--- src/rtl/program_loader.sv ---
// rtl/program_loader.sv - byte-stream program image loader for instruction memory
// Receives START, COUNT, COUNT words (big-endian) and an XOR checksum; holds the CPU in reset until a good frame.
module program_loader #(
  parameter int          ADDR_WIDTH = 10,
  parameter logic [7:0]  START_BYTE = 8'hA5
) (
  input  logic                  clk,
  input  logic                  reset,
  input  logic                  rx_valid,
  input  logic [7:0]            rx_data,
  output logic                  rx_ready,
  output logic                  mem_we,
  output logic [ADDR_WIDTH-1:0] mem_addr,
  output logic [31:0]           mem_wdata,
  output logic                  cpu_reset,
  output logic                  done,
  output logic                  error
);

  typedef enum logic [2:0] {
    IDLE, CNT_HI, CNT_LO, DATA, CHECK, DONE, ERROR
  } state_t;

  localparam logic [16:0] MAX_WORDS = 17'(1) << ADDR_WIDTH;

  state_t                state, state_next;
  logic [15:0]           count;
  logic [ADDR_WIDTH:0]   word_idx;
  logic [1:0]            byte_cnt;
  logic [23:0]           shift;
  logic [7:0]            chk;
  logic                  accept;
  logic [16:0]           count_full;
  logic                  last_word;
  logic                  is_start;

  assign accept     = rx_valid & rx_ready;
  assign is_start   = (rx_data == START_BYTE);
  assign count_full = {1'b0, count[15:8], rx_data};
  // word_idx still holds the index of the word being completed
  assign last_word  = (17'(word_idx) + 17'd1) == {1'b0, count};

  always_ff @(posedge clk) begin
    if (reset) state <= IDLE;
    else       state <= state_next;
  end

  always_comb begin
    state_next = state;
    if (accept) begin
      case (state)
        IDLE, DONE, ERROR: if (is_start) state_next = CNT_HI;
        CNT_HI:            state_next = CNT_LO;
        CNT_LO: begin
          if (count_full == 17'd0)          state_next = CHECK;
          else if (count_full > MAX_WORDS)  state_next = ERROR;
          else                              state_next = DATA;
        end
        DATA:              if (byte_cnt == 2'd3 && last_word) state_next = CHECK;
        CHECK:             state_next = (rx_data == chk) ? DONE : ERROR;
        default:           state_next = IDLE;
      endcase
    end
  end

  always_comb begin
    rx_ready  = ~mem_we;
    done      = (state == DONE);
    error     = (state == ERROR);
    cpu_reset = (state != DONE);
  end

  always_ff @(posedge clk) begin
    if (reset) begin
      count     <= '0;
      word_idx  <= '0;
      byte_cnt  <= '0;
      shift     <= '0;
      chk       <= '0;
      mem_we    <= 1'b0;
      mem_addr  <= '0;
      mem_wdata <= '0;
    end else begin
      mem_we <= 1'b0;
      if (accept) begin
        case (state)
          IDLE, DONE, ERROR: begin
            if (is_start) begin
              count    <= '0;
              word_idx <= '0;
              byte_cnt <= '0;
              chk      <= '0;
            end
          end
          CNT_HI: count[15:8] <= rx_data;
          CNT_LO: count[7:0]  <= rx_data;
          DATA: begin
            chk      <= chk ^ rx_data;
            byte_cnt <= byte_cnt + 2'd1;
            if (byte_cnt == 2'd3) begin
              mem_we    <= 1'b1;
              mem_wdata <= {shift, rx_data};
              mem_addr  <= word_idx[ADDR_WIDTH-1:0];
              word_idx  <= word_idx + 1'b1;
            end else begin
              shift <= {shift[15:0], rx_data};
            end
          end
          default: ;
        endcase
      end
    end
  end

endmodule

--- config.mk ---
export PLATFORM = sky130hd
export DESIGN_NAME = program_loader
export DESIGN_NICKNAME = d
export VERILOG_FILES = /design/src/rtl/program_loader.sv
export SDC_FILE = /design/constraint.sdc
export NUM_CORES = 1
export LEC_CHECK = 0
export CORE_UTILIZATION = 55
export CTS_BUF_LIST = sky130_fd_sc_hd__clkbuf_4 sky130_fd_sc_hd__clkbuf_8 sky130_fd_sc_hd__clkbuf_16
export DETAILED_ROUTE_END_ITERATION = 12
export PLACE_DENSITY = 0.79
export SYNTH_ARGS = -nofsm -noshare
export SYNTH_HDL_FRONTEND = slang
export SYNTH_SLANG_ARGS = --single-unit
--- constraint.sdc ---
create_clock -name clk -period 2.7 [get_ports clk]
set_input_delay 0.405 -clock clk [delete_from_list [all_inputs] [get_ports clk]]
set_output_delay 0.405 -clock clk [all_outputs]
set_load 0.02 [all_outputs]
After elaboration in Yosys (flattened, before gate mapping). Index checks and enable logic that the tools add are counted.

Add/sub/neg operators: 3. $lt $le $gt $ge: 1. Eq/ne operators: 14. Bitwise logic cells: 6. Multiplexer cells: 17. Reduce and logical (&&, ||, !) cells: 15.

Operator list (number): one-hot mux 8 bit (2 select lines) (3); two-way mux 11 bit (2); one-hot mux 11 bit (2 select lines) (1); AND reduction 3 bit (6); zero test 17 bit (1); == test 12 x 16 -> 1 bit (1); greater-than comparator 16 x 11 -> 1 bit, second input constant (1); two-way mux 16 bit (1); one-hot mux 3 bit (5 select lines) (1); adder 11 x 1 -> 12 bit, second input constant (1); two-way mux 3 bit (4); adder 11 x 1 -> 11 bit, second input constant (1); == test 3 bit, second input constant (3); == test 8 bit (1); == test 8 bit, second input constant (1); two-way mux 8 bit (1); bitwise XOR 8 bit (1); == test 3 x 2 -> 1 bit, second input constant (2); inequality test 2 bit, second input constant (3); nonzero test 2 bit (3); OR reduction 3 bit (2); two-way mux 2 bit (2); NOT 1 bit (4); one-hot mux 2 bit (2 select lines) (1); other kinds (9) (9).

Input bits: 11. Output and inout bits: 47. Word-level logic and storage cells: 66. Bits in registers: 107.

Logic depth before layout (Yosys ltp). Gate-level depths: netlist of the first run.

Depth after elaboration: 5. Mapped depth: 9. Mapped depth without buffers: 7.

Worst setup path before layout of the first run. Ideal clock, no wire load.

Kind: reg2reg. Start point: register word_idx[0]. End point: register state[0]. Path buffers: 0. Stages on the path, launching flop included: 8. Arrival: 2256 ps. Clock period less this slack: 2370 ps. Library setup time: 115 ps. Path slack: 330 ps. Cell sequence: dfxtp_1 > ha_1 > nand3_4 > or4_4 > xnor2_1 > nand3_1 > or4_4 > o21a_1.

Cells in the longest elaborated chain, start to end: 5.

Ends and longest elaborated chain: from (decl) (line 28) `logic [ADDR_WIDTH:0] word_idx;`; from (signal assigned) (line 104) `word_idx <= word_idx + 1'b1;`; adder 11 x 1 -> 12 bit (line 41) `assign last_word = (17'(word_idx) + 17'd1) == {1'b0, count};`; == test 12 x 16 -> 1 bit (line 41); logical AND 1 bit (line 59) `DATA: if (byte_cnt == 2'd3 && last_word) state_next = CHECK;`; inequality test 2 bit (no source line); AND reduction 3 bit (no source line); to (signal assigned) (line 45) `else state <= state_next;`; to (decl) (line 26) `state_t state, state_next;`.

No other way between the ends. A chain may end at the register's enable or synchronous reset.

Final worst setup path of the first run.
Start point: register state[0]. End point: output done.

Cells in the longest elaborated chain, start to end: 1.

Ends and longest elaborated chain: == test 3 bit (line 68) `done = (state == DONE);`; to (decl) (line 16) `output logic done,`.

No other way between the ends.

==> results.sh, run 1 <==
export IMPL_path_delay_family="buffers and inverters"
export IMPL_peakVddDrop_v=0.0003248
export IMPL_fillers=693
export IMPL_cp_startpoint="state[0]$_SDFFE_PP0P_"
export IMPL_start_util_pct=56.91
export IMPL_ys_warnings_count=0
export IMPL_dieWidth_um=94.20
export IMPL_io_pins=58
export IMPL_diodes=0
export IMPL_r2r_cells=7
export IMPL_coreArea_sq_um=8217
export IMPL_first_global_vias=3746
export IMPL_overflow=0
export IMPL_cpMostUsedCell="inv_1"
export IMPL_critPathKind="reg -> out"
export IMPL_fin_ws_ps=150.0
export IMPL_crit_buf_inv=3
export IMPL_post_cts_setup_buffer_count=0
export IMPL_drv_cap=0
export IMPL_leakage_nw=1.795
export IMPL_cp_arrival_ps=2150
export IMPL_yosys_register_bits=107
export IMPL_cts_buffer_depth=2
export IMPL_finalClockSkew_ps=14.88
export IMPL_wl_um=10900
export IMPL_hold_class="reg -> reg"
export IMPL_crit_end="done"
export IMPL_antenna_found_initial=0
export IMPL_synth_top_area_share_pct=45.81
export IMPL_grt_max_degree=43
export IMPL_synth_largest_area_cell="dfxtp_1"
export IMPL_cp_cell_sequence="inv_1, nor2_1, nand2_1, inv_1, clkdlybuf4s50_1"
export IMPL_critPathMaxStageDelay_ps=600
export IMPL_power_mw=3.048
export IMPL_netlist_top_cells_area="dfxtp_1 (46%), nand2_1 (13%), a21oi_1 (10%)"
export IMPL_yosysUniqueCellTypes=50
export IMPL_postCtsHoldBufs=0
export IMPL_synth_nets=613
export IMPL_fin_crit_sh_pct=94.45
export IMPL_rrSetupSlack_ps=180
export IMPL_min_from="mem_addr[8]$_SDFFE_PP0P_"
export IMPL_cp_max_fo=11
export IMPL_grt_usage_pct=25.64
export IMPL_drcViolationCount=0
export IMPL_final_nets=655
export IMPL_slew_headroom_pct=45.32
export IMPL_cpMaxStageDelayCell="clkdlybuf4s50_1"
export IMPL_synth_cells=600
export IMPL_area_growth_pct=18.62
export IMPL_firstDrtPassIters=5
export IMPL_endpoint_kind="output pin"
export IMPL_clockRootBuffer="clkbuf_8"
export IMPL_synth_async_sr_flop_share_pct=0
export IMPL_ant_nets=0
export IMPL_numCtsBuffers=9
export IMPL_wire_per_inst_um=14.49
export IMPL_synthFlopType="dfxtp_1"
export IMPL_vias_per_cell=5.590
export IMPL_critical_path_depth=5
export IMPL_clkTransAtPathRegs_ps=100
export IMPL_dp_slack_ps=196.2
export IMPL_rows=33
export IMPL_required_ps=2300
export IMPL_die_h_um=94.20
export IMPL_cts_max_level=3
export IMPL_powerDensity_nw_per_um2=549.5
export IMPL_hold_viol=0
export IMPL_worst_pin_slew_ps=820.1
export IMPL_r2r_end="state[0]$_SDFFE_PP0P_"
export IMPL_max_freq_ghz=0.3921
export IMPL_final_setup_viol_count=0
export IMPL_min_period_ps=2550
export IMPL_synth_area_sq_um=4676
export IMPL_synth_seq_area_share_pct=45.81
export IMPL_cts_sinks=107
export IMPL_rsz0062_at_grt="no"
export IMPL_cts_tree="done"
export IMPL_ctsResizeCount=0
export IMPL_final_max_slew_viol_count=0
export IMPL_outcome="finished clean"
export IMPL_dieArea_sq_um=8874
export IMPL_synth_edf_count=0
export IMPL_gp_congestion=0.9374
export IMPL_drt_iter0_markers=283
export IMPL_start_kind="register"
export IMPL_grt_pass1_wl_um=17920
export IMPL_rr_startpoint="word_idx[1]$_SDFFE_PP0P_"
export IMPL_avgSynthCellArea_sq_um=7.793
export IMPL_vias=4204
export IMPL_clk_latency_ps=370
export IMPL_drive_above_1_share_pct=8.192
export IMPL_hpwl_um=7605
export IMPL_final_setup_tns_ps=0
export IMPL_port_buffers=57
-- worst min-delay path: stages, from the launching register on --
cell     delay [ps]
dfxtp_1         320
nand2_1          50
a21oi_1          50
-- cell usage after synthesis (3+ instances only) --
master / instances
a21oi_1: 93
a22oi_1: 9
a311oi_1: 9
a31oi_1: 3
buf_6: 4
clkbuf_1: 40
dfxtp_1: 107
inv_1: 6
nand2_1: 160
nand2b_1: 5
nand3_1: 15
nand3b_1: 9
nand4_1: 6
nor2_1: 43
nor3_1: 4
nor4_1: 3
o21ai_0: 16
xnor2_1: 20
xor2_1: 5
-- flip-flops by register name (all words and copies together), names as in the netlist --
| register | cells |
|---|---|
| mem_addr | 10 |
| byte_cnt | 2 |
| mem_wdata | 32 |
| chk | 8 |
| shift | 24 |
| count | 16 |
| word_idx | 11 |
| mem_we | 1 |
| state | 3 |
-- cells by family (layout without fill, tap and decap cells) --
family / Yosys count / in the layout / synth area share [%]
adder cells (fa/ha/maj): 2 / 2 / 0.5351
buffers and inverters: 56 / 103 / 5.753
AO/OA/AOI/OAI: 147 / 147 / 18.28
AND/OR/NAND/NOR: 263 / 263 / 24.94
XOR/XNOR: 25 / 25 / 4.683
flip-flops: 107 / 107 / 45.81
-- per-layer routing --
layer	share of wire (%)	global-route usage, %	vias up
met3	5.4	3.560	11
met2	46	40.04	130
met1	48	36.69	1949
met4	0.84	7.051	0
met5	0	0	-
li1	-	-	2114
-- worst min-delay path by stage --
stage,end,slack [ps],depth (start not counted)
2_1_floorplan,mem_wdata[24]$_SDFFE_PP0P_,430,2
3_3_place_gp,mem_wdata[29]$_SDFFE_PP0P_,440,2
3_5_place_dp,mem_wdata[24]$_SDFFE_PP0P_,440,2
4_1_cts,mem_wdata[24]$_SDFFE_PP0P_,460,2
5_1_grt,mem_addr[8]$_SDFFE_PP0P_,480,2
6_report,mem_addr[8]$_SDFFE_PP0P_,460,2
-- final cells by class --
cell class | count | area [sq um] | share of cell area, %
Sequential cell | 107 | 2142 | 38.62
Tap cell | 105 | 131.4 | 2.369
Multi-Input combinational cell | 437 | 2266 | 40.85
Timing Repair Buffer | 81 | 758.2 | 13.67
Clock buffer | 9 | 123.9 | 2.233
Clock inverter | 7 | 102.6 | 1.850
Inverter | 6 | 22.52 | 0.4060
-- power breakdown --
part / switching [mW] / internal, mW / leakage (nW)
combinational: 0.202 / 0.134 / 0.820
clock: 0.602 / 0.464 / 0.114
sequential: 0.0469 / 1.60 / 0.861
total: 0.851 / 2.20 / 1.80
-- per-stage QoR --
step / cell area [sq um] / utilization [%] / instances / hold slack (ps)
after floorplan: 4676 / - / 600 / 432.1
after global placement: 5320 / 64.75 / 736 / 442.5
after detailed placement: 5320 / 64.75 / 736 / 442.4
after CTS: 5547 / 67.50 / 752 / 460.1
after global routing: 5547 / 67.50 / 752 / 478.5
final: 5547 / 67.50 / 752 / 458.8
-- layout by cell type, fill, tap and decap left out, types with 15 or more instances in the layout --
cell type,n
xnor2_1,20
nor2_1,43
clkdlybuf4s50_1,56
nand3_1,15
o21ai_0,16
nand2_1,160
a21oi_1,93
dfxtp_1,107
buf_4,23
Power figures use the tool's default switching activity.
==> run 2: changes to the inputs <==
--- a/config.mk
+++ b/config.mk
@@ -6,9 +6,10 @@
 export NUM_CORES = 1
 export LEC_CHECK = 0
 export CORE_UTILIZATION = 55
-export CTS_BUF_LIST = sky130_fd_sc_hd__clkbuf_4 sky130_fd_sc_hd__clkbuf_8 sky130_fd_sc_hd__clkbuf_16
 export DETAILED_ROUTE_END_ITERATION = 12
+export GPL_ROUTABILITY_DRIVEN = 1
 export PLACE_DENSITY = 0.79
+export SKIP_LAST_GASP = 1
 export SYNTH_ARGS = -nofsm -noshare
 export SYNTH_HDL_FRONTEND = slang
 export SYNTH_SLANG_ARGS = --single-unit
==> results of run 2 <==
The final DEF is identical to that of run 1; final timing and power are the same.
==> run 3: changes to the inputs <==
--- a/config.mk
+++ b/config.mk
@@ -8,7 +8,8 @@
 export CORE_UTILIZATION = 55
 export DETAILED_ROUTE_END_ITERATION = 12
 export GPL_ROUTABILITY_DRIVEN = 1
-export PLACE_DENSITY = 0.79
+export GPL_TIMING_DRIVEN = 0
+export PLACE_DENSITY = 0.9
 export SKIP_LAST_GASP = 1
 export SYNTH_ARGS = -nofsm -noshare
 export SYNTH_HDL_FRONTEND = slang
==> run 3 against run 2 <==
  * Maximum frequency grew 1.8%
  * Sequential power shrank 2%
  * Utilization shrank 0.58 points
  * Power shrank 2.2%
  * Non-clock buffer count grew 17
  * Routed wire length grew 9.5%
  * Clock skew grew 2.1 ps
  * Design area shrank 0.86%
  * Critical endpoint is now error
  * Largest cell class unchanged
==> results.sh, run 3 (synthesis gave the netlist of run 1 again) <==
export IMPL_outcome="finished clean"
export IMPL_final_common_cell="nand2_1"
export IMPL_vias_per_cell=5.797
export IMPL_final_cell_mix="nand2_1 (159), dfxtp_1 (106), a21oi_1 (93)"
export IMPL_start_util_pct=56.91
export IMPL_largest_registers="mem_wdata (32), shift (24), count (16)"
export IMPL_dieArea_sq_um=8874
export IMPL_pwr_share_seq_pct=54.2
export IMPL_vias=4458
export IMPL_drive_above_1_share_pct=6.024
export IMPL_ctsResizeCount=0
export IMPL_clk_latency_ps=380
export IMPL_area_growth_pct=17.61
export IMPL_wl_um=11930
export IMPL_wl_met2_um=5750
export IMPL_rsz0062_at_grt="yes"
export IMPL_start_kind="register"
export IMPL_cpMostUsedCell="clkbuf_1"
export IMPL_highest_layer="met4"
export IMPL_postCtsHoldBufs=0
export IMPL_top_register="mem_wdata"
export IMPL_power_switching_uw=876.7
export IMPL_cts_buffer_depth=2
export IMPL_post_route_cell_area_sq_um=5499
export IMPL_dieWidth_um=94.20
export IMPL_clockRootBuffer="clkbuf_8"
export IMPL_grt_pass1_wl_um=19730
export IMPL_post_cts_setup_buffer_count=0
export IMPL_cts_tree="done"
export IMPL_pwr_share_clk_pct=33.1
export IMPL_grt_usage_pct=28.35
export IMPL_leakage_nw=1.725
export IMPL_finalClockSkew_ps=16.96
export IMPL_antenna_found_initial=0
export IMPL_drcViolationCount=0
export IMPL_drt_iter0_markers=374
export IMPL_io_pins=58
export IMPL_hpwl_um=8391
export IMPL_largest_reg_flops=32
export IMPL_peakVddDrop_v=0.0003291
export IMPL_numCtsBuffers=9
export IMPL_hold_viol=0
export IMPL_wl_met3_um=846
export IMPL_worst_pin_slew_ps=1033
export IMPL_wire_per_inst_um=15.52
export IMPL_slew_headroom_pct=30.47
export IMPL_final_max_slew_viol_count=0
export IMPL_p_int_mw=2.103
export IMPL_cts_max_level=3
export IMPL_cp_cell_sequence="clkbuf_1, clkbuf_1, and3_1, clkdlybuf4s50_1"
export IMPL_first_global_vias=4303
export IMPL_swShare_pct=29.43
export IMPL_ant_nets=0
export IMPL_min_period_ps=2505
export IMPL_critPathMaxStageDelay_ps=610
export IMPL_endpoint_kind="output pin"
export IMPL_drv_cap=0
export IMPL_overflow=0
export IMPL_port_buffers=48
export IMPL_critPathKind="reg -> out"
export IMPL_powerDensity_nw_per_um2=541.8
export IMPL_final_setup_viol_count=0
export IMPL_final_nets=672
export IMPL_required_ps=2300
export IMPL_max_freq_ghz=0.3993
export IMPL_met1_length_um=5115
export IMPL_fin_crit_sh_pct=92.76
export IMPL_clkTransAtPathRegs_ps=110
export IMPL_rows=33
export IMPL_fin_util_pct=66.93
export IMPL_cp_max_fo=10
export IMPL_cpMaxStageDelayCell="clkdlybuf4s50_1"
export IMPL_die_h_um=94.20
export IMPL_placed_cell_area_sq_um=5288
export IMPL_diodes=0
export IMPL_cp_arrival_ps=2100
export IMPL_combPwrFrac_pct=12.7
export IMPL_coreArea_sq_um=8217
export IMPL_grt_max_degree=22
export IMPL_gp_congestion=0.8646
export IMPL_cts_sinks=107
export IMPL_firstDrtPassIters=6
export IMPL_hold_class="reg -> reg"
==> run 3: changes by cell type in the layout (fill, tap and decap cells not counted), sizes merged <==
cell and change:
bufinv -1, clkdlybuf4s50 -8, buf -17, clkbuf +42, clkinv +1
==> run 3: metal layers <==
metal  global-route usage, %  vias up
met5                       0        -
met4                   10.90        0
met3                   5.097       26
met2                   45.77      190
met1                   37.41     2100
li1                        -     2142
==> run 3: area by class of cell <==
type                    count  area [sq um]
fillers                   659          2718
multi-input cells         437          2272
flip-flops and latches    107          2143
repair buffers             48         480.5
plain buffers              50         246.5
well taps                 105         131.4
clock buffers               9         123.9
clock inverters             7         78.83
inverters                   6         22.52
==> run 3: worst paths after layout <==
| check | slack, ps | startpoint | to | cells after the start |
|---|---|---|---|---|
| worst max-delay path | 200 | state[1]$_SDFFE_PP0P_ | error | 4 |
| worst min-delay path | 460 | mem_wdata[31]$_SDFFE_PP0P_ | mem_wdata[31]$_SDFFE_PP0P_ | 2 |
| worst max register to register | 200 | word_idx[1]$_SDFFE_PP0P_ | state[0]$_SDFFE_PP0P_ | 7 |
| worst min register to register | 460 | mem_wdata[31]$_SDFFE_PP0P_ | mem_wdata[31]$_SDFFE_PP0P_ | 2 |
==> run 3: through the flow <==
stage          std cells  power, mW  setup TNS [ps]  worst slack (ps)  hold slack [ps]
4_1_cts              769      2.972               0             52.62            454.2
5_1_grt              769      3.082               0             1.304            483.3
3_5_place_dp         753      2.018           -5058            -182.9            445.3
3_3_place_gp         753      2.000           -2788            -121.8            442.4
2_1_floorplan        600      1.938               0             329.6            432.1
6_report             769      2.979               0             195.4            458.8
==> run 3: power by group through the flow <==
| stage | combinational [mW] | sequential [mW] | clock, mW |
|---|---|---|---|
| 6_report | 0.380 | 1.61 | 0.985 |
| 5_1_grt | 0.418 | 1.62 | 1.05 |
| 4_1_cts | 0.372 | 1.61 | 0.986 |
| 3_5_place_dp | 0.368 | 1.65 | 0 |
| 3_3_place_gp | 0.351 | 1.65 | 0 |
| 2_1_floorplan | 0.292 | 1.65 | 0 |
==> run 3: critical path: cells and delay by family (launching register included) <==
family / cells / cell delay [ps]
DFF: 1 / 320
and+or+nand+nor: 1 / 240
buffers and inverters: 3 / 1170
